`config.mk`:
```
export PLATFORM = sky130hd
export DESIGN_NAME = sram_if_mem_tester
export DESIGN_NICKNAME = d
export VERILOG_FILES = /design/src/rtl/sram_if_mem_tester_pkg.sv /design/src/rtl/sram_if_mem_tester_lfsr16.sv /design/src/rtl/sram_if_mem_tester.sv
export SDC_FILE = /design/constraint.sdc
export NUM_CORES = 1
export LEC_CHECK = 0
export CORE_MARGIN = 2
export CORE_UTILIZATION = 53
export CTS_CLUSTER_DIAMETER = 80
export DETAILED_ROUTE_END_ITERATION = 16
export GPL_ROUTABILITY_DRIVEN = 0
export PLACE_DENSITY = 0.81
export SLEW_MARGIN = 20
export SYNTH_ARGS = -nofsm -noshare
export SYNTH_HDL_FRONTEND = slang
export SYNTH_HIERARCHICAL = 1
export SYNTH_SLANG_ARGS = --single-unit
```
`constraint.sdc`:
```
create_clock -name clk -period 3.8 [get_ports clk]
set_input_delay 0.76 -clock clk [delete_from_list [all_inputs] [get_ports clk]]
set_output_delay 0.76 -clock clk [all_outputs]
set_load 0.05 [all_outputs]
```
`src/rtl/sram_if_mem_tester_pkg.sv`:
```
// Shared definitions for the SRAM-port memory tester.
//  - state_t      : tester FSM state encoding
//  - MODE_ADDR/MODE_LFSR : data pattern selection
//  - LFSR_TAPS    : feedback mask for x^16+x^14+x^13+x^11+1 (bits 15,13,12,10)
//  - DEFAULT_SEED : LFSR seed used at the start of every LFSR pass
//  - lfsr_next()  : one Fibonacci shift (shift left, feedback into bit 0)
package sram_if_mem_tester_pkg;

    typedef enum logic [2:0] {
        ST_IDLE    = 3'd0,
        ST_WR_REQ  = 3'd1,
        ST_WR_WAIT = 3'd2,
        ST_RD_REQ  = 3'd3,
        ST_RD_WAIT = 3'd4,
        ST_CHECK   = 3'd5,
        ST_FAULT   = 3'd6
    } state_t;

    localparam logic MODE_ADDR = 1'b0;
    localparam logic MODE_LFSR = 1'b1;

    localparam logic [15:0] LFSR_TAPS    = 16'hB400;
    localparam logic [15:0] DEFAULT_SEED = 16'hACE1;

    function automatic logic [15:0] lfsr_next(input logic [15:0] v);
        return {v[14:0], ^(v & LFSR_TAPS)};
    endfunction

endpackage

```
`src/rtl/sram_if_mem_tester_lfsr16.sv`:
```
// 16-bit Fibonacci LFSR used as the pseudo-random data source.
// Ports:
//  clk     : clock
//  i_rst   : synchronous active-high reset, loads SEED
//  i_load  : load i_seed (has priority over i_step)
//  i_step  : advance one shift
//  i_seed  : value loaded by i_load
//  o_value : current LFSR state
module sram_if_mem_tester_lfsr16
    import sram_if_mem_tester_pkg::*;
#(
    parameter logic [15:0] SEED = DEFAULT_SEED
) (
    input  logic        clk,
    input  logic        i_rst,
    input  logic        i_load,
    input  logic        i_step,
    input  logic [15:0] i_seed,
    output logic [15:0] o_value
);

    logic [15:0] value_q;
    logic [15:0] value_d;

    always_comb begin
        value_d = value_q;
        if (i_load) begin
            value_d = i_seed;
        end else if (i_step) begin
            value_d = lfsr_next(value_q);
        end
    end

    always_ff @(posedge clk) begin
        if (i_rst) begin
            value_q <= SEED;
        end else begin
            value_q <= value_d;
        end
    end

    assign o_value = value_q;

endmodule

```
`src/rtl/sram_if_mem_tester.sv`:
```
// Self-checking traffic generator for the SRAM-like port of the DDR wrapper.
// For every address it writes a pattern, reads it back and compares; it sweeps
// 0..ADDR_LAST and then repeats with the next (inverted) pattern.
// Ports:
//  clk, i_rst           : clock, synchronous active-high reset
//  i_start / i_stop     : begin sweep (from IDLE/FAULT) / finish current pair then IDLE
//  i_mode               : 0 address pattern, 1 LFSR pattern (sampled per pass)
//  wrap_*               : SRAM-like request port and ready/read-data return
//  o_busy               : not IDLE/FAULT
//  o_ok / o_err         : one-cycle compare result pulses
//  o_timeout            : sticky handshake timeout
//  o_pass_cnt/o_err_cnt : completed sweeps (wrapping) / mismatches (saturating)
//  o_first_addr/_data   : address and read data of the first mismatch since start
module sram_if_mem_tester
    import sram_if_mem_tester_pkg::*;
#(
    parameter int                 ADDR_W      = 29,
    parameter logic [ADDR_W-1:0]  ADDR_LAST   = ADDR_W'('h0FFF_FFFF),
    parameter int                 TIMEOUT_CYC = 4096,
    parameter logic [15:0]        LFSR_SEED   = DEFAULT_SEED
) (
    input  logic              clk,
    input  logic              i_rst,
    input  logic              i_start,
    input  logic              i_stop,
    input  logic              i_mode,
    output logic [31:0]       wrap_Addr,
    output logic              wrap_CS,
    output logic              wrap_L,
    output logic              wrap_U,
    output logic              wrap_WE,
    output logic [15:0]       wrap_WR,
    input  logic [15:0]       wrap_RD,
    input  logic              wrap_ready,
    output logic              o_busy,
    output logic              o_ok,
    output logic              o_err,
    output logic              o_timeout,
    output logic [15:0]       o_pass_cnt,
    output logic [15:0]       o_err_cnt,
    output logic [ADDR_W-1:0] o_first_addr,
    output logic [15:0]       o_first_data
);

    localparam int TO_W = $clog2(TIMEOUT_CYC);
    localparam logic [TO_W-1:0] TO_LAST = TO_W'(TIMEOUT_CYC - 1);

    state_t            state_q, state_d;
    logic [ADDR_W-1:0] addr_q, addr_d;
    logic              flip_q, flip_d;
    logic              mode_q, mode_d;
    logic              stop_q, stop_d;
    logic [TO_W-1:0]   to_cnt_q, to_cnt_d;
    logic              cs_q, cs_d;
    logic [15:0]       rd_q, rd_d;
    logic              ok_q, ok_d;
    logic              err_q, err_d;
    logic              timeout_q, timeout_d;
    logic [15:0]       pass_cnt_q, pass_cnt_d;
    logic [15:0]       err_cnt_q, err_cnt_d;
    logic              first_seen_q, first_seen_d;
    logic [ADDR_W-1:0] first_addr_q, first_addr_d;
    logic [15:0]       first_data_q, first_data_d;

    logic              lfsr_load;
    logic              lfsr_step;
    logic [15:0]       lfsr_value;
    logic [15:0]       pattern;
    logic [15:0]       expect_val;
    logic              stop_now;
    logic              in_wait;

    sram_if_mem_tester_lfsr16 #(
        .SEED (LFSR_SEED)
    ) u_lfsr (
        .clk     (clk),
        .i_rst   (i_rst),
        .i_load  (lfsr_load),
        .i_step  (lfsr_step),
        .i_seed  (LFSR_SEED),
        .o_value (lfsr_value)
    );

    // Expected data depends only on registers that change at CHECK, so it is
    // stable for the whole write/read pair.
    always_comb begin
        pattern    = (mode_q == MODE_ADDR) ? addr_q[15:0] : lfsr_value;
        expect_val = flip_q ? ~pattern : pattern;
    end

    always_comb begin
        state_d      = state_q;
        addr_d       = addr_q;
        flip_d       = flip_q;
        mode_d       = mode_q;
        stop_d       = stop_q;
        to_cnt_d     = '0;
        cs_d         = cs_q;
        rd_d         = rd_q;
        ok_d         = 1'b0;
        err_d        = 1'b0;
        timeout_d    = timeout_q;
        pass_cnt_d   = pass_cnt_q;
        err_cnt_d    = err_cnt_q;
        first_seen_d = first_seen_q;
        first_addr_d = first_addr_q;
        first_data_d = first_data_q;
        lfsr_load    = 1'b0;
        lfsr_step    = 1'b0;
        stop_now     = stop_q | i_stop;
        in_wait      = 1'b0;

        case (state_q)
            ST_IDLE, ST_FAULT: begin
                if (i_start) begin
                    state_d      = ST_WR_REQ;
                    addr_d       = '0;
                    flip_d       = 1'b0;
                    mode_d       = i_mode;
                    stop_d       = 1'b0;
                    timeout_d    = 1'b0;
                    pass_cnt_d   = '0;
                    err_cnt_d    = '0;
                    first_seen_d = 1'b0;
                    first_addr_d = '0;
                    first_data_d = '0;
                    lfsr_load    = 1'b1;
                end
            end

            // cs_q doubles as "ready was seen high": a request is only raised
            // once the wrapper is idle, and only counts as accepted when ready
            // falls while it is being held.
            ST_WR_REQ, ST_RD_REQ: begin
                in_wait = 1'b1;
                stop_d  = stop_now;
                if (wrap_ready) begin
                    cs_d = 1'b1;
                end else if (cs_q) begin
                    cs_d    = 1'b0;
                    state_d = (state_q == ST_WR_REQ) ? ST_WR_WAIT : ST_RD_WAIT;
                end
            end

            ST_WR_WAIT: begin
                in_wait = 1'b1;
                stop_d  = stop_now;
                if (wrap_ready) begin
                    state_d = ST_RD_REQ;
                end
            end

            ST_RD_WAIT: begin
                in_wait = 1'b1;
                stop_d  = stop_now;
                if (wrap_ready) begin
                    rd_d    = wrap_RD;
                    state_d = ST_CHECK;
                end
            end

            ST_CHECK: begin
                stop_d = stop_now;
                if (rd_q == expect_val) begin
                    ok_d = 1'b1;
                end else begin
                    err_d = 1'b1;
                    if (err_cnt_q != 16'hFFFF) begin
                        err_cnt_d = err_cnt_q + 16'd1;
                    end
                    if (!first_seen_q) begin
                        first_seen_d = 1'b1;
                        first_addr_d = addr_q;
                        first_data_d = rd_q;
                    end
                end
                if (addr_q == ADDR_LAST) begin
                    addr_d     = '0;
                    pass_cnt_d = pass_cnt_q + 16'd1;
                    flip_d     = ~flip_q;
                    mode_d     = i_mode;
                    lfsr_load  = 1'b1;
                end else begin
                    addr_d    = addr_q + ADDR_W'(1);
                    lfsr_step = 1'b1;
                end
                state_d = stop_now ? ST_IDLE : ST_WR_REQ;
            end

            default: begin
                state_d = ST_IDLE;
            end
        endcase

        // Cycle counter for handshake waits; any state change restarts it.
        if (in_wait && (state_d == state_q)) begin
            if (to_cnt_q == TO_LAST) begin
                state_d   = ST_FAULT;
                timeout_d = 1'b1;
                cs_d      = 1'b0;
            end else begin
                to_cnt_d = to_cnt_q + TO_W'(1);
            end
        end
    end

    always_ff @(posedge clk) begin
        if (i_rst) begin
            state_q      <= ST_IDLE;
            addr_q       <= '0;
            flip_q       <= 1'b0;
            mode_q       <= 1'b0;
            stop_q       <= 1'b0;
            to_cnt_q     <= '0;
            cs_q         <= 1'b0;
            rd_q         <= '0;
            ok_q         <= 1'b0;
            err_q        <= 1'b0;
            timeout_q    <= 1'b0;
            pass_cnt_q   <= '0;
            err_cnt_q    <= '0;
            first_seen_q <= 1'b0;
            first_addr_q <= '0;
            first_data_q <= '0;
        end else begin
            state_q      <= state_d;
            addr_q       <= addr_d;
            flip_q       <= flip_d;
            mode_q       <= mode_d;
            stop_q       <= stop_d;
            to_cnt_q     <= to_cnt_d;
            cs_q         <= cs_d;
            rd_q         <= rd_d;
            ok_q         <= ok_d;
            err_q        <= err_d;
            timeout_q    <= timeout_d;
            pass_cnt_q   <= pass_cnt_d;
            err_cnt_q    <= err_cnt_d;
            first_seen_q <= first_seen_d;
            first_addr_q <= first_addr_d;
            first_data_q <= first_data_d;
        end
    end

    // All request signals are qualified by the registered chip select so they
    // drop together on the edge the request is accepted, faulted or reset.
    assign wrap_CS   = cs_q;
    assign wrap_L    = cs_q;
    assign wrap_U    = cs_q;
    assign wrap_WE   = cs_q && (state_q == ST_WR_REQ);
    assign wrap_Addr = cs_q ? {{(32-ADDR_W){1'b0}}, addr_q} : 32'h0;
    assign wrap_WR   = cs_q ? expect_val : 16'h0;

    assign o_busy       = (state_q != ST_IDLE) && (state_q != ST_FAULT);
    assign o_ok         = ok_q;
    assign o_err        = err_q;
    assign o_timeout    = timeout_q;
    assign o_pass_cnt   = pass_cnt_q;
    assign o_err_cnt    = err_cnt_q;
    assign o_first_addr = first_addr_q;
    assign o_first_data = first_data_q;

endmodule

```
# Word-level counts from Yosys, hierarchy flattened
# Index checks and enable logic that the tools add are counted.
[op_classes]
n_reduce_logical = 22
eq_ne = 17
n_bitwise = 5
mux = 54
addsub = 4
[op_table]
columns = ["operator", "n"]
rows = [
  ["$mux 29", 5],
  ["$mux 16", 9],
  ["$pmux 29 s2", 2],
  ["$pmux 16 s2", 3],
  ["$add 16x1->16 const B", 2],
  ["$add 29x1->29 const B", 1],
  ["$eq 29x28->1 const B", 1],
  ["$mux 3", 8],
  ["$mux 1", 21],
  ["$eq 16x16->1", 1],
  ["$ne 16x16->1 const B", 1],
  ["$not 16->16", 1],
  ["$reduce_xor 16->1", 1],
  ["$pmux 3 s5", 1],
  ["$add 12x1->12 const B", 1],
  ["$eq 12x12->1 const B", 1],
  ["$ne 2x2->1 const B", 5],
  ["$pmux 1 s2", 5],
  ["$eq 3x3->1 const B", 3],
  ["$reduce_and 4->1", 2],
  ["$reduce_or 2->1", 4],
  ["$eq 3x2->1 const B", 2],
  ["$reduce_and 2->1", 3],
  ["$reduce_and 3->1", 2],
  ["12 further kinds", 17],
]
[totals]
register_bits = 161
elab_cells = 119
out_inout_bits = 133

# Longest topological paths before layout
[logic_depth]
word_depth = 9
depth_mapped = 13
mapped_depth_nobuf = 9

# Modules after synthesis
# The synthesis kept the hierarchy.
[by_module_without_submodules]
columns = ["module", "cells_per_inst", "n_inst", "area_each_um2"]
rows = [
  ["sram_if_mem_tester", 918, 1, 7505.9],
  ["sram_if_mem_tester_lfsr16", 74, 1, 860.8],
]

# Worst setup path after synthesis
# No wires, ideal clock.
[synth_timing]
path_type = "register to output"
startpoint = "register cs_q, in the netlist wrap_CS"
endpoint = "output port wrap_WE"
stages_incl_launch_ff = 3
t_arrival_ps = 2539
setup_slack_ps = 501
required_ps = 3040
n_path_buf = 1
cell_sequence = "dfxtp_1 clkbuf_1 nor4bb_1"
[synth_via]
elab_chain_len = 1
[synth_rtl]
columns = ["item", "line", "source"]
rows = [
  ["from (decl)", "sram_if_mem_tester.sv:54", "logic cs_q, cs_d;"],
  ["from (signal assigned)", "sram_if_mem_tester.sv:232", "cs_q <= cs_d;"],
  ["$logic_and 1x1->1", "sram_if_mem_tester.sv:250", "assign wrap_WE = cs_q && (state_q == ST_WR_REQ);"],
  ["to (decl)", "sram_if_mem_tester.sv:31", "output logic wrap_WE,"],
]
# Every way passes these cells.

# Worst setup path after layout
[layout_timing]
startpoint = "register mode_q"
endpoint = "output port wrap_WR[14]"
[layout_via]
elab_chain_len = 4
[layout_rtl]
columns = ["item", "line", "source"]
rows = [
  ["from (decl)", "sram_if_mem_tester.sv:51", "logic mode_q, mode_d;"],
  ["from (signal assigned)", "sram_if_mem_tester.sv:229", "mode_q <= mode_d;"],
  ["$mux 16 *", "sram_if_mem_tester.sv:87", "pattern = (mode_q == MODE_ADDR) ? addr_q[15:0] : lfsr_value;"],
  ["$not 16->16", "sram_if_mem_tester.sv:88", "expect_val = flip_q ? ~pattern : pattern;"],
  ["$mux 16 *", "sram_if_mem_tester.sv:88", ""],
  ["$mux 16 *", "sram_if_mem_tester.sv:252", "assign wrap_WR = cs_q ? expect_val : 16'h0;"],
  ["to (decl)", "sram_if_mem_tester.sv:32", "output logic [15:0] wrap_WR,"],
]
# Mark *: on every way between the ends. The rest lies on a longest branch, timed or not.

==> key figures <==
Finish
  • Finished Layout Cells: 1338
  • Area delta synth->final: 25.77%
  • Final Util: 0.6871
  • Design Area, Final: between 10000 and 15000 um2
  • N_diodes: 0
  • Fin nets: between 1000 and 1500
  • Share of post-route cells with drive strength above 1: 0.07453

Placement
  • Port Buf Inserts: between 150 and 200
  • DP HPWL: about 16 mm
  • Placed inst area: around 9900 um2
  • Cell Count Post-Placement: about 1300

Pwr
  • Lkg Pwr: 3.499 nW
  • Tot Pwr: slightly below 4 mW
  • Worst VDD drop: about 0.40 mV
  • PD cells: between 300 and 400 nW/um2

Critical path
  • Crit-path max FO: 11
  • Worst Setup End Kind: output port
  • Required time of the critical path: 3.04 ns
  • Startpoint types: register
  • Setup CP Type: register to output port
  • Worst EP arrival: 2.79 ns

Yosys
  • Largest cells by area after synthesis: dfxtp_1, a21oi_1, nand3_1
  • Number of flops mapped to enable cells by yosys: 0
  • Flop and latch count out of synthesis: about 160
  • Synth top area share: 0.3852
  • Simple-gate share of the synthesized area: 0.2409
  • Adder-Cell Fraction of Synth Area: 0.005982
  • Total number of yosys warnings: 6
  • Mapped Cells: slightly below 1000
  • Post-synthesis sequential area ratio: 0.3852
  • Avg Synthesized Cell Area: 8.434 um2
  • Area leader, netlist: dfxtp_1
  • Post-synthesis mux area share: 0.06296
  • Synth Area in XOR/XNOR: 0.06954
  • Syn Std Cell Area: between 8000 and 9000 um2
  • Unique masters post-synth: 65
  • Dominant synthesized flop cell: dfxtp_1
  • Synth Area in Compound Gates: 0.1729
  • Asr flop ratio synth: 0
  • Largest family of logic cells by synthesized area: simple AND/OR/NAND/NOR gates

Global route
  • GR peak layer: met2
  • Met1 global-route usage: 0.3759
  • Gr usage total: 0.2764
  • Pin count of the biggest net entering global routing: 64
  • Vias in the first global route: between 7000 and 8000
  • Met2 GRT Util: 0.4435
  • GR Util met3: 0.04335
  • GRT overflow: 0
  • Initial antenna violation count: 0
  • First-pass GRT wire length: ~37 mm

Job
  • Max cap viols: 0

Clocking
  • Clock transition at path regs: approximately 0.060 ns
  • CTS tree: done
  • Clk sinks: about 160
  • Post-CTS Setup Bufs: 0
  • Htree depth: 4
  • Post-CTS Hold Buffers: 0
  • Post_cts resized: 0
  • Clk buf depth: 2
  • Root buf cell: clkbuf_16
  • Worst-Skew Late Latency: 0.43 ns
  • Num CTS Buffers: 17

Detailed routing
  • Final WL: ~23 mm
  • Initial DRC Count: between 600 and 700
  • DRC violations left: 0
  • Drt via density: roughly 6
  • Avg WL per Cell: about 17 um
  • TritonRoute pass-1 iters: 5
  • Post-DRT Antenna Nets: 0
  • Via count: about 7900

STA
  • Final min period: 3.548 ns
  • Fin crit share: 0.9337
  • Final hold vios: 0
  • Relative slew slack: 0.3165
  • Clock Skews: 0.007474 ns
  • RSZ-0062 raised after global routing: no
  • Final max-slew violation count: 0
  • Peak Freq: approximately 280 MHz
  • Count of final setup violators: 0
  • Setup TNS: 0 ns
  • Least-Margin Pin Slew: 1.024 ns

Floorplan
  • Die Span Y: roughly 130 um
  • Die Width: ~130 um
  • Initial Utilization: 0.5463
  • Core outline area: roughly 15000 um2
  • Full die area: between 15000 and 20000 um2
  • I/O pin cnt: ~160
  • # rows: 45

Min path
  • Hold Crit Class: register to register

Run status
  • Status: complete, no violations
## path summary, 6_finish.rpt
kind	depth (start not counted)	end	start	slack, ns
min reg2reg	2	o_first_addr[27]	o_first_addr[27]	0.47
max reg2reg	10	o_first_addr[22]	mode_q	0.54
max	6	wrap_WR[14]	mode_q	0.25
min	2	o_first_addr[27]	o_first_addr[27]	0.47
## cell usage after synthesis (all sizes together), types with 18 or more instances
library cell  count
and2             48
or3              22
nor2             69
o21ai            34
nand2            80
clkbuf           61
o211ai           40
dfxtp           161
a21oi           104
nand3            73
xnor2            28
mux2i            32
nor3             18
nand4            20
buf              30
## power by group
part / internal [mW] / switching (mW)
Sequential: 1.70 / 0.0233
Clock: 0.950 / 0.726
Combinational: 0.155 / 0.291
## per-layer routing
layer	wire [um]	share of wire	vias up
met3	1753	0.076	41
met1	10250	0.44	3700
met5	0	0	-
met2	10730	0.46	330
met4	475	0.020	0
li1	-	-	3780
## worst max-delay path: stages, from the launching register on
cell and delay [ns]:
dfxtp_1 0.31, buf_4 0.18, buf_4 0.24, mux2i_1 0.52, xnor2_1 0.18, and2_1 0.14
clkdlybuf4s50_1 0.79
## stage by stage
stage	hold WS, ns	setup WS, ns
after floorplan	0.4273	0.5012
after global placement	0.4531	0.4885
after detailed placement	0.4578	0.4083
after CTS	0.4669	0.2587
after global routing	0.4943	0.1278
final	0.4659	0.2519
## state kept, by name, indices dropped and copies added, names as in the netlist
name,flops
addr_q,29
first_seen_q,1
flip_q,1
mode_q,1
o_err,1
o_err_cnt,16
o_first_addr,29
o_first_data,16
o_ok,1
o_pass_cnt,16
o_timeout,1
rd_q,16
state_q,3
stop_q,1
to_cnt_q,12
u_lfsr/o_value,16
wrap_CS,1
## kinds of logic after synthesis
group,count (synthesis)
simple gates,391
other cells,2
fa+ha+maj,4
mux,47
flops,161
buf+inv,102
xor+xnor,52
compound gates,233
## layout make-up
cell class	instances	area, um2
Clock inverter	12	126.4
Tap cell	211	264.0
Timing Repair Buffer	177	1717
Fill cell	1259	4792
Sequential cell	161	3223
Clock buffer	20	456.7
Multi-Input combinational cell	746	4695
Inverter	11	41.29
## cells in the final DEF, fill, tap and decap left out, types with 5 or more instances in the layout
cell and instances:
or4_1 6, mux2i_1 30, nor2_1 68, a31oi_1 9
buf_4 26, mux2_4 8, and3_1 11, nand4_1 20
a21oi_1 104, inv_1 9, nand2_1 80, o21ai_0 20
nor2b_1 5, o211ai_1 40, conb_1 19, mux2_2 7
clkdlybuf4s50_1 150, xnor2_1 28, nor3_1 17, xor2_1 15
xnor3_1 7, nand2b_1 13, or3_1 22, o21ai_1 13
nand3_1 73, dfxtp_1 161, clkbuf_16 17, and4_1 5
and2_1 48, a311oi_1 12, nor4_1 6, o31ai_1 9
Power figures use the tool's default switching activity.
